File: src/rtl/serial_sub_pkg.sv
// serial_sub_pkg: state encoding and chunk-index sizing for the serial subtract/compare unit
package serial_sub_pkg;
  typedef enum logic [1:0] {IDLE = 2'd0, RUN = 2'd1, DONE = 2'd2} state_t;
  function automatic int nchunk(input int width, input int chunk);
    return width / chunk;
  endfunction
  function automatic int idx_width(input int n);
    return (n <= 1) ? 1 : $clog2(n);
  endfunction
endpackage

File: src/rtl/serial_sub_compare_if.sv
// serial_sub_compare_if: operand/result valid-ready bus of the serial subtract/compare unit
interface serial_sub_compare_if #(parameter int WIDTH = 16);
  logic             in_valid;
  logic             in_ready;
  logic [WIDTH-1:0] a;
  logic [WIDTH-1:0] b;
  logic             signed_mode;
  logic             out_valid;
  logic             out_ready;
  logic [WIDTH-1:0] diff;
  logic             lt;
  logic             eq;
  logic             carry;
  logic             ovf;
  logic             neg;
  modport master (
    output in_valid, a, b, signed_mode, out_ready,
    input  in_ready, out_valid, diff, lt, eq, carry, ovf, neg
  );
  modport slave (
    input  in_valid, a, b, signed_mode, out_ready,
    output in_ready, out_valid, diff, lt, eq, carry, ovf, neg
  );
endinterface

File: src/rtl/sub_slice.sv
// sub_slice: combinational CHUNK-bit ripple adder used as the shared subtract slice
module sub_slice #(parameter int CHUNK = 4) (
  input  logic [CHUNK-1:0] a,
  input  logic [CHUNK-1:0] b_inv,
  input  logic             cin,
  output logic [CHUNK-1:0] sum,
  output logic             cout,
  output logic             c_msb_in
);
  logic [CHUNK:0] w_c;
  assign w_c[0] = cin;
  for (genvar i = 0; i < CHUNK; i++) begin : g_fa
    assign sum[i]   = a[i] ^ b_inv[i] ^ w_c[i];
    assign w_c[i+1] = (a[i] & b_inv[i]) | (w_c[i] & (a[i] ^ b_inv[i]));
  end
  assign cout     = w_c[CHUNK];
  assign c_msb_in = w_c[CHUNK-1];
endmodule

File: src/rtl/serial_sub_compare.sv
// serial_sub_compare: multi-cycle a-b over WIDTH bits, CHUNK bits per clock, with signed/unsigned flags
module serial_sub_compare
  import serial_sub_pkg::*;
#(
  parameter int WIDTH = 16,
  parameter int CHUNK = 4
) (
  input logic                 clk,
  input logic                 rst_n,
  serial_sub_compare_if.slave bus
);
  localparam int NCHUNK = nchunk(WIDTH, CHUNK);
  localparam int IW = idx_width(NCHUNK);
  localparam logic [WIDTH-1:0] MASK = WIDTH'({CHUNK{1'b1}});
  state_t           r_state, w_next;
  logic [WIDTH-1:0] r_a, r_b_inv, r_diff, w_diff;
  logic [IW-1:0]    r_idx;
  logic             r_mode, r_c, r_lt, r_eq, r_cf, r_ovf, r_neg;
  logic [CHUNK-1:0] w_sum;
  logic             w_cout, w_c_msb, w_last, w_ovf, w_neg;
  int               w_sh;
  assign w_sh   = int'(r_idx) * CHUNK;
  assign w_last = r_idx == IW'(NCHUNK - 1);
  sub_slice #(.CHUNK(CHUNK)) u_slice (
    .a        (CHUNK'(r_a >> w_sh)),
    .b_inv    (CHUNK'(r_b_inv >> w_sh)),
    .cin      (r_c),
    .sum      (w_sum),
    .cout     (w_cout),
    .c_msb_in (w_c_msb)
  );
  // current chunk merged into the running difference so flags see the complete value
  assign w_diff = (r_diff & ~(MASK << w_sh)) | (WIDTH'(w_sum) << w_sh);
  assign w_ovf  = w_c_msb ^ w_cout;
  assign w_neg  = w_diff[WIDTH-1];
  always_comb begin
    w_next        = IDLE;
    bus.in_ready  = r_state == IDLE;
    bus.out_valid = r_state == DONE;
    w_next = (r_state == IDLE) ? (bus.in_valid ? RUN : IDLE) :
             (r_state == RUN)  ? (w_last ? DONE : RUN) :
             (r_state == DONE && !bus.out_ready) ? DONE : IDLE;
  end
  always_ff @(posedge clk or negedge rst_n) begin
    if (!rst_n) begin
      r_state <= IDLE;
      r_a     <= '0;
      r_b_inv <= '0;
      r_mode  <= 1'b0;
      r_idx   <= '0;
      r_c     <= 1'b1;
      r_diff  <= '0;
      r_lt    <= 1'b0;
      r_eq    <= 1'b0;
      r_cf    <= 1'b0;
      r_ovf   <= 1'b0;
      r_neg   <= 1'b0;
    end else begin
      r_state <= w_next;
      if (r_state == IDLE && bus.in_valid) begin
        r_a     <= bus.a;
        r_b_inv <= ~bus.b;
        r_mode  <= bus.signed_mode;
        r_idx   <= '0;
        r_c     <= 1'b1;
      end else if (r_state == RUN) begin
        r_diff <= w_diff;
        r_c    <= w_cout;
        r_idx  <= r_idx + 1'b1;
        if (w_last) begin
          r_neg <= w_neg;
          r_ovf <= w_ovf;
          r_cf  <= w_cout;
          r_eq  <= w_diff == '0;
          r_lt  <= r_mode ? (w_neg ^ w_ovf) : ~w_cout;
        end
      end
    end
  end
  assign bus.diff  = r_diff;
  assign bus.lt    = r_lt;
  assign bus.eq    = r_eq;
  assign bus.carry = r_cf;
  assign bus.ovf   = r_ovf;
  assign bus.neg   = r_neg;
endmodule

File: src/flat_wrapper.sv
// flat-port wrapper written by rule: the top's interface ports become plain ports
module serial_sub_compare_flat import serial_sub_pkg::*;
#(
  parameter int WIDTH = 16,
  parameter int CHUNK = 4
)
  (clk, rst_n, bus_in_valid, bus_a, bus_b, bus_signed_mode, bus_out_ready, bus_in_ready, bus_out_valid, bus_diff, bus_lt, bus_eq, bus_carry, bus_ovf, bus_neg);
  serial_sub_compare_if #(.WIDTH(WIDTH)) bus_i ();
  input logic clk;
  input logic rst_n;
  input wire logic [$bits(bus_i.in_valid)-1:0] bus_in_valid;
  input wire logic [$bits(bus_i.a)-1:0] bus_a;
  input wire logic [$bits(bus_i.b)-1:0] bus_b;
  input wire logic [$bits(bus_i.signed_mode)-1:0] bus_signed_mode;
  input wire logic [$bits(bus_i.out_ready)-1:0] bus_out_ready;
  output wire logic [$bits(bus_i.in_ready)-1:0] bus_in_ready;
  output wire logic [$bits(bus_i.out_valid)-1:0] bus_out_valid;
  output wire logic [$bits(bus_i.diff)-1:0] bus_diff;
  output wire logic [$bits(bus_i.lt)-1:0] bus_lt;
  output wire logic [$bits(bus_i.eq)-1:0] bus_eq;
  output wire logic [$bits(bus_i.carry)-1:0] bus_carry;
  output wire logic [$bits(bus_i.ovf)-1:0] bus_ovf;
  output wire logic [$bits(bus_i.neg)-1:0] bus_neg;
  assign bus_i.in_valid = bus_in_valid;
  assign bus_i.a = bus_a;
  assign bus_i.b = bus_b;
  assign bus_i.signed_mode = bus_signed_mode;
  assign bus_i.out_ready = bus_out_ready;
  assign bus_in_ready = bus_i.in_ready;
  assign bus_out_valid = bus_i.out_valid;
  assign bus_diff = bus_i.diff;
  assign bus_lt = bus_i.lt;
  assign bus_eq = bus_i.eq;
  assign bus_carry = bus_i.carry;
  assign bus_ovf = bus_i.ovf;
  assign bus_neg = bus_i.neg;
  serial_sub_compare #(.WIDTH(WIDTH), .CHUNK(CHUNK)) u_core (.clk(clk), .rst_n(rst_n), .bus(bus_i));
endmodule
File: config.mk
export PLATFORM = sky130hd
export DESIGN_NAME = serial_sub_compare_flat
export DESIGN_NICKNAME = d
export VERILOG_FILES = /design/src/rtl/serial_sub_pkg.sv /design/src/rtl/serial_sub_compare_if.sv /design/src/rtl/sub_slice.sv /design/src/rtl/serial_sub_compare.sv /design/src/flat_wrapper.sv
export SDC_FILE = /design/constraint.sdc
export NUM_CORES = 1
export LEC_CHECK = 0
export ABC_AREA = 1
export CAP_MARGIN = 10
export CORE_MARGIN = 2
export CORE_UTILIZATION = 50
export CTS_CLUSTER_SIZE = 28
export DETAILED_ROUTE_END_ITERATION = 8
export MAX_ROUTING_LAYER = met4
export PLACE_DENSITY = 0.78
export SYNTH_ARGS = -nofsm -noshare
export SYNTH_HDL_FRONTEND = slang
export SYNTH_HIERARCHICAL = 1
export SYNTH_SLANG_ARGS = --single-unit
File: constraint.sdc
create_clock -name clk -period 5.06 [get_ports clk]
set_input_delay 0.759 -clock clk [delete_from_list [all_inputs] [get_ports clk]]
set_output_delay 0.759 -clock clk [all_outputs]
set_load 0.1 [all_outputs]
=== Word-level counts from Yosys, hierarchy flattened ===
Cells that the tools add are included.

* Flip-flop bits (word level): 59
* Latch bits: 0
* Bits in writable memories: 0
* ROM bits: 0
* Bits of input ports: 37
* Output and inout bits: 23
* Word-level logic and storage cells: 66
* Memories kept: 0

* Add/sub/neg operators: 1
* $mul: 0
* Div/mod/pow operators: 0
* Order comparisons: 0
* Equal/unequal tests: 3
* Shift-type cells: 4
* Multiplexer cells: 10
* Bitwise operators: 28
* Reductions and logical operators: 8

{| class="wikitable"
|+ Operator list
! kind !! count
|-
| $not 16->16 || 2
|-
| $shr 16x4->4 || 2
|-
| $and 16x16->16 || 1
|-
| $logic_not 16->1 || 1
|-
| $or 16x16->16 || 1
|-
| $shl 4x4->16 || 1
|-
| $shl 4x4->16 const A || 1
|-
| $mux 2 || 6
|-
| $xor 1x1->1 || 10
|-
| $and 1x1->1 || 8
|-
| $eq 2x2->1 const B || 2
|-
| $mux 1 || 4
|-
| $or 1x1->1 || 4
|-
| $reduce_and 3->1 || 1
|-
| $add 2x1->2 const B || 1
|-
| $eq 2x1->1 const B || 1
|-
| $logic_and 1x1->1 || 2
|-
| $logic_not 2->1 || 1
|-
| $not 1->1 || 2
|-
| $reduce_and 2->1 || 1
|-
| $reduce_bool 2->1 || 1
|-
| $logic_not 1->1 || 1
|}

=== Longest topological paths before layout ===
* Depth in word-level cells: 13
* Mapped depth: 19
* Depth with buffers taken out: 16

=== Cells and area by module ===
Netlist, hierarchy kept.

{| class="wikitable"
|+ Modules (own cells, without submodules)
! module !! instances !! cells an instance !! area an instance (µm²) !! sequential area each (µm²)
|-
| serial_sub_compare || 1 || 317 || 2877.8 || 1477.7
|-
| sub_slice || 1 || 12 || 110.1 || 0.0
|}

=== Worst setup path before layout ===
Ideal clock, no wire load.

* Path type: reg2reg
* Start: reg u_core.r_idx[0]
* End: reg u_core.r_eq, in the netlist u_core/bus.eq
* Setup time: 0.068 ns
* Arrival: 3.246 ns
* Data required time: 4.992 ns
* Path slack: 1.747 ns
* Stages on the path, launching flop included: 20
* Path buffers: 3
* Clock period less this slack: 3.313 ns
* Path through: dfrtp_1 > buf_2 > inv_2 > buf_4 > buf_6 > nor2_1 > o22ai_1 > fa_1 > inv_1 > fa_1 > fa_1 > inv_1 > fa_1 > nand3_1 > o21ai_0 > inv_1 > nand2_1 > nor2_1 > nand3_1 > nand2_1

* Cells in the longest elaborated chain, start to end: 12
* Elaborated cells on any way between the ends: 27
* Those cells by class: eq/ne: 1; shift: 4; bitwise: 20; reduce/logical: 2

{| class="wikitable"
|+ RTL lines
! element !! line !! RTL
|-
| start: declaration || serial_sub_compare.sv:17 || <nowiki>logic [IW-1:0] r_idx;</nowiki>
|-
| start signal: assignment || serial_sub_compare.sv:69 || <nowiki>r_idx <= r_idx + 1'b1;</nowiki>
|-
| $shr 16x4->4, on equally long branches || serial_sub_compare.sv:25, serial_sub_compare.sv:26 ||
|-
| $xor 1x1->1 || sub_slice.sv:14 || <nowiki>assign w_c[i+1] = (a[i] & b_inv[i]) | (w_c[i] & (a[i] ^ b_inv[i]));</nowiki>
|-
| $and 1x1->1 || sub_slice.sv:14 ||
|-
| $or 1x1->1 || sub_slice.sv:14 ||
|-
| $and 1x1->1 || sub_slice.sv:14 ||
|-
| $or 1x1->1 || sub_slice.sv:14 ||
|-
| $and 1x1->1 || sub_slice.sv:14 ||
|-
| $or 1x1->1 (*) || sub_slice.sv:14 ||
|-
| named net u_core.w_c_msb || serial_sub_compare.sv:20 || <nowiki>logic w_cout, w_c_msb, w_last, w_ovf, w_neg;</nowiki>
|-
| $xor 1x1->1 (*) || sub_slice.sv:13 || <nowiki>assign sum[i] = a[i] ^ b_inv[i] ^ w_c[i];</nowiki>
|-
| named net u_core.w_sum[3] || serial_sub_compare.sv:19 || <nowiki>logic [CHUNK-1:0] w_sum;</nowiki>
|-
| $shl 4x4->16 (*) || serial_sub_compare.sv:33 || <nowiki>assign w_diff = (r_diff & ~(MASK << w_sh)) | (WIDTH'(w_sum) << w_sh);</nowiki>
|-
| $or 16x16->16 (*) || serial_sub_compare.sv:33 ||
|-
| $logic_not 16->1 (*) || serial_sub_compare.sv:74 || <nowiki>r_eq <= w_diff == '0;</nowiki>
|-
| end signal: assignment || serial_sub_compare.sv:54 || <nowiki>r_eq <= 1'b0;</nowiki>
|-
| end signal: assignment || serial_sub_compare.sv:74 ||
|-
| end: declaration || serial_sub_compare.sv:18 || <nowiki>logic r_mode, r_c, r_lt, r_eq, r_cf, r_ovf, r_neg;</nowiki>
|}

The timed path passes the listed nets; every way through them passes the cells marked *.
A chain may end at the register's enable or synchronous reset.

=== Worst setup path after layout ===
Ends and elaborated chain as after synthesis.

==> summary.txt <==
Outcome - finished clean
Crit Path Class - flip-flop to flip-flop
DRT Wirelength - 6210 um
Post-CTS setup buffer count - 0
Final period util - 75.4%
Vias in the first global route - 2,253
Max cap viols - 0
Setup Skew - 0.00468 ns
Critical path's slowest cell - dfrtp_1
Synth warn - 6
Rel. slew slack - 35.1%
DRC errors left - 0
Largest net degree at the start of global routing - 60
Crit-path most repeated cell - fa_1
Die area - 0.00661 mm^2
RSZ-0062 raised after global routing - false
GP Congestion - 0.911
DP Wirelength - 4400 um
Row count - 28
Antenna Diode Count - 0
First-pass GRT wire length - 10,300 um
Worst hold path startpoint - u_core/r_b_inv[15]
Crit end category - flip-flop
Setup TNS - 0 ns
Crit path from - u_core/r_idx[0]
Worst-path fanout max - 28
Average size of a mapped cell - 9.08 um^2
Tot GR Track Use - 21.5%
Syn Inst Count - 329
Cts hold-fix bufs - 0
Cell accounting for the most synthesized area - dfrtp_1
Commonest non-fill, non-tap cell in the layout - nand2_1
Initial antenna violation count - 0
Post_cts resized - 0
Required time of the critical path - 5.34 ns
Post-Synthesis Cell Area - 0.00299 mm^2
Synth area leaders - dfrtp_1 49%, nand2_1 8.7%, o21ai_0 7.9%
TritonCTS Buffers - 9
Filler cells - 493
Post-DRT Antenna Nets - 0
FF+latch count, synth - 59
Part of the Yosys area used for sequential elements - 49.5%
Min Tclk post-route - 3.82 ns
Final setup fails - 0
DR pass1 iterations - 5
Final worst setup slack - 1.24 ns
Top-area cell type share of the netlist area - 48.6%
Fmax - 262 MHz
Layout cells sized above 1 - 11.1%
H-tree depth - 3
P&R area growth vs syn - 26.5%
CTS Buffer Depth - 2
Cell variety after synth - 25
Crit path launch type - flip-flop
Clk pin slew, worst setup/hold paths - 0.07 ns
Pre-CTS WS - 1.28 ns
Die Y - 81.3 um
Worst hold slack - 0.488 ns
Via count - 2,351
Clock sinks - 59
Clock Tree Root - clkbuf_8
Initial core utilization - 51.1%
Final Hold Vio Count - 0
Die width - 81.3 um
Vias per cell - 5.07
HP Class - flip-flop to flip-flop
Final nets - 430
Origin of the critical flop-to-flop path - u_core/r_idx[0]
Synth Net Count - 375
Clk_lat worst skew - 0.34 ns
IO buf count - 59
Crit-path cells - inv_2 > o21ai_0 > o22ai_1 > fa_1 > inv_1 > fa_1 > fa_1 > inv_1 > fa_1 > nand3_1 > o21ai_0 > inv_1 > nand2_1 > nor2_1 > nand3_1 > nand2_1
Total gr overflow - 0
Final Util - 64.6%
I/O pins - 60
DR WL/cell - 13.4 um
Most frequent cells in the layout - 69 x nand2_1, 58 x clkdlybuf4s50_1, 58 x dfrtp_1
Worst Max-Slew Pin Slew - 0.971 ns
Slew Limit Fails - 0
Biggest cell delay along the critical path - 0.69 ns
WP data arrival - 4.10 ns
TritonCTS clock tree - yes
Core area - 0.00585 mm^2
Initial DRC Count - 131
metal layers:
metal  global-route usage [%]  part of all wire, %
met5                        -                    0
met4                     11.7                  2.2
met3                     3.78                  4.6
met2                     33.4                   50
met1                     26.7                   44
layout make-up:
cell class,count,area [um^2],area share (%)
clock inverters,5,75.1,1.99
clock buffers,11,151,4.00
multi-input cells,224,1280,33.8
repair buffers,60,593,15.7
flip-flops and latches,59,1480,39.1
well taps,75,93.8,2.48
inverters,30,113,2.98
logic make-up after synthesis:
logic type	Yosys count	synth area share, %
AOI/OAI and AO/OA	66	11.9
xor gates and xnor gates	1	0.293
adders and majority gates	9	4.77
buffers and inverters	46	7.79
DFF	59	49.5
muxes	16	7.66
and+or+nand+nor	132	18.1
sequential cells by signal, indices dropped and copies added, names as in the netlist:
register          flops
u_core/bus.carry      1
u_core/bus.diff      16
u_core/bus.eq         1
u_core/bus.lt         1
u_core/bus.neg        1
u_core/bus.ovf        1
u_core/r_a           16
u_core/r_b_inv       16
u_core/r_c            1
u_core/r_idx          2
u_core/r_mode         1
u_core/r_state        2
cell usage after synthesis, drive strengths merged:
cell type / instances
a21oi: 1
a31oi: 7
buf: 15
clkbuf: 1
dfrtp: 58
dfstp: 1
fa: 4
ha: 5
inv: 30
mux2: 16
nand2: 71
nand3: 17
nor2: 44
o211ai: 1
o21ai: 47
o22ai: 9
o31ai: 1
xnor2: 1
worst max-delay path: cells and delay by family (launching register included):
kind | cells | cell delay, ns
adders and majority gates | 4 | 1.44
buffers and inverters | 4 | 0.73
DFF | 1 | 0.69
AOI/OAI and AO/OA | 3 | 0.46
and+or+nand+nor | 5 | 0.44
final timing paths:
path	end	slack [ns]	cells after the start
max	u_core/bus.eq	1.24	16
min	u_core/r_b_inv[15]	0.49	2
min reg2reg	u_core/r_b_inv[15]	0.49	2
max in group asynchronous	u_core/r_b_inv[0]	4.01	2
min in group asynchronous	u_core/r_a[10]	0.56	2
max reg2reg	u_core/bus.eq	1.24	16
per-stage QoR:
step | area, um^2 | cells
2_1_floorplan | 2990 | 329
3_3_place_gp | 3550 | 448
3_5_place_dp | 3550 | 448
4_1_cts | 3780 | 464
5_1_grt | 3780 | 464
6_report | 3780 | 464
Power is not shown: default switching activity piles up to over one toggle a cycle in this logic, so the estimate is an artifact.
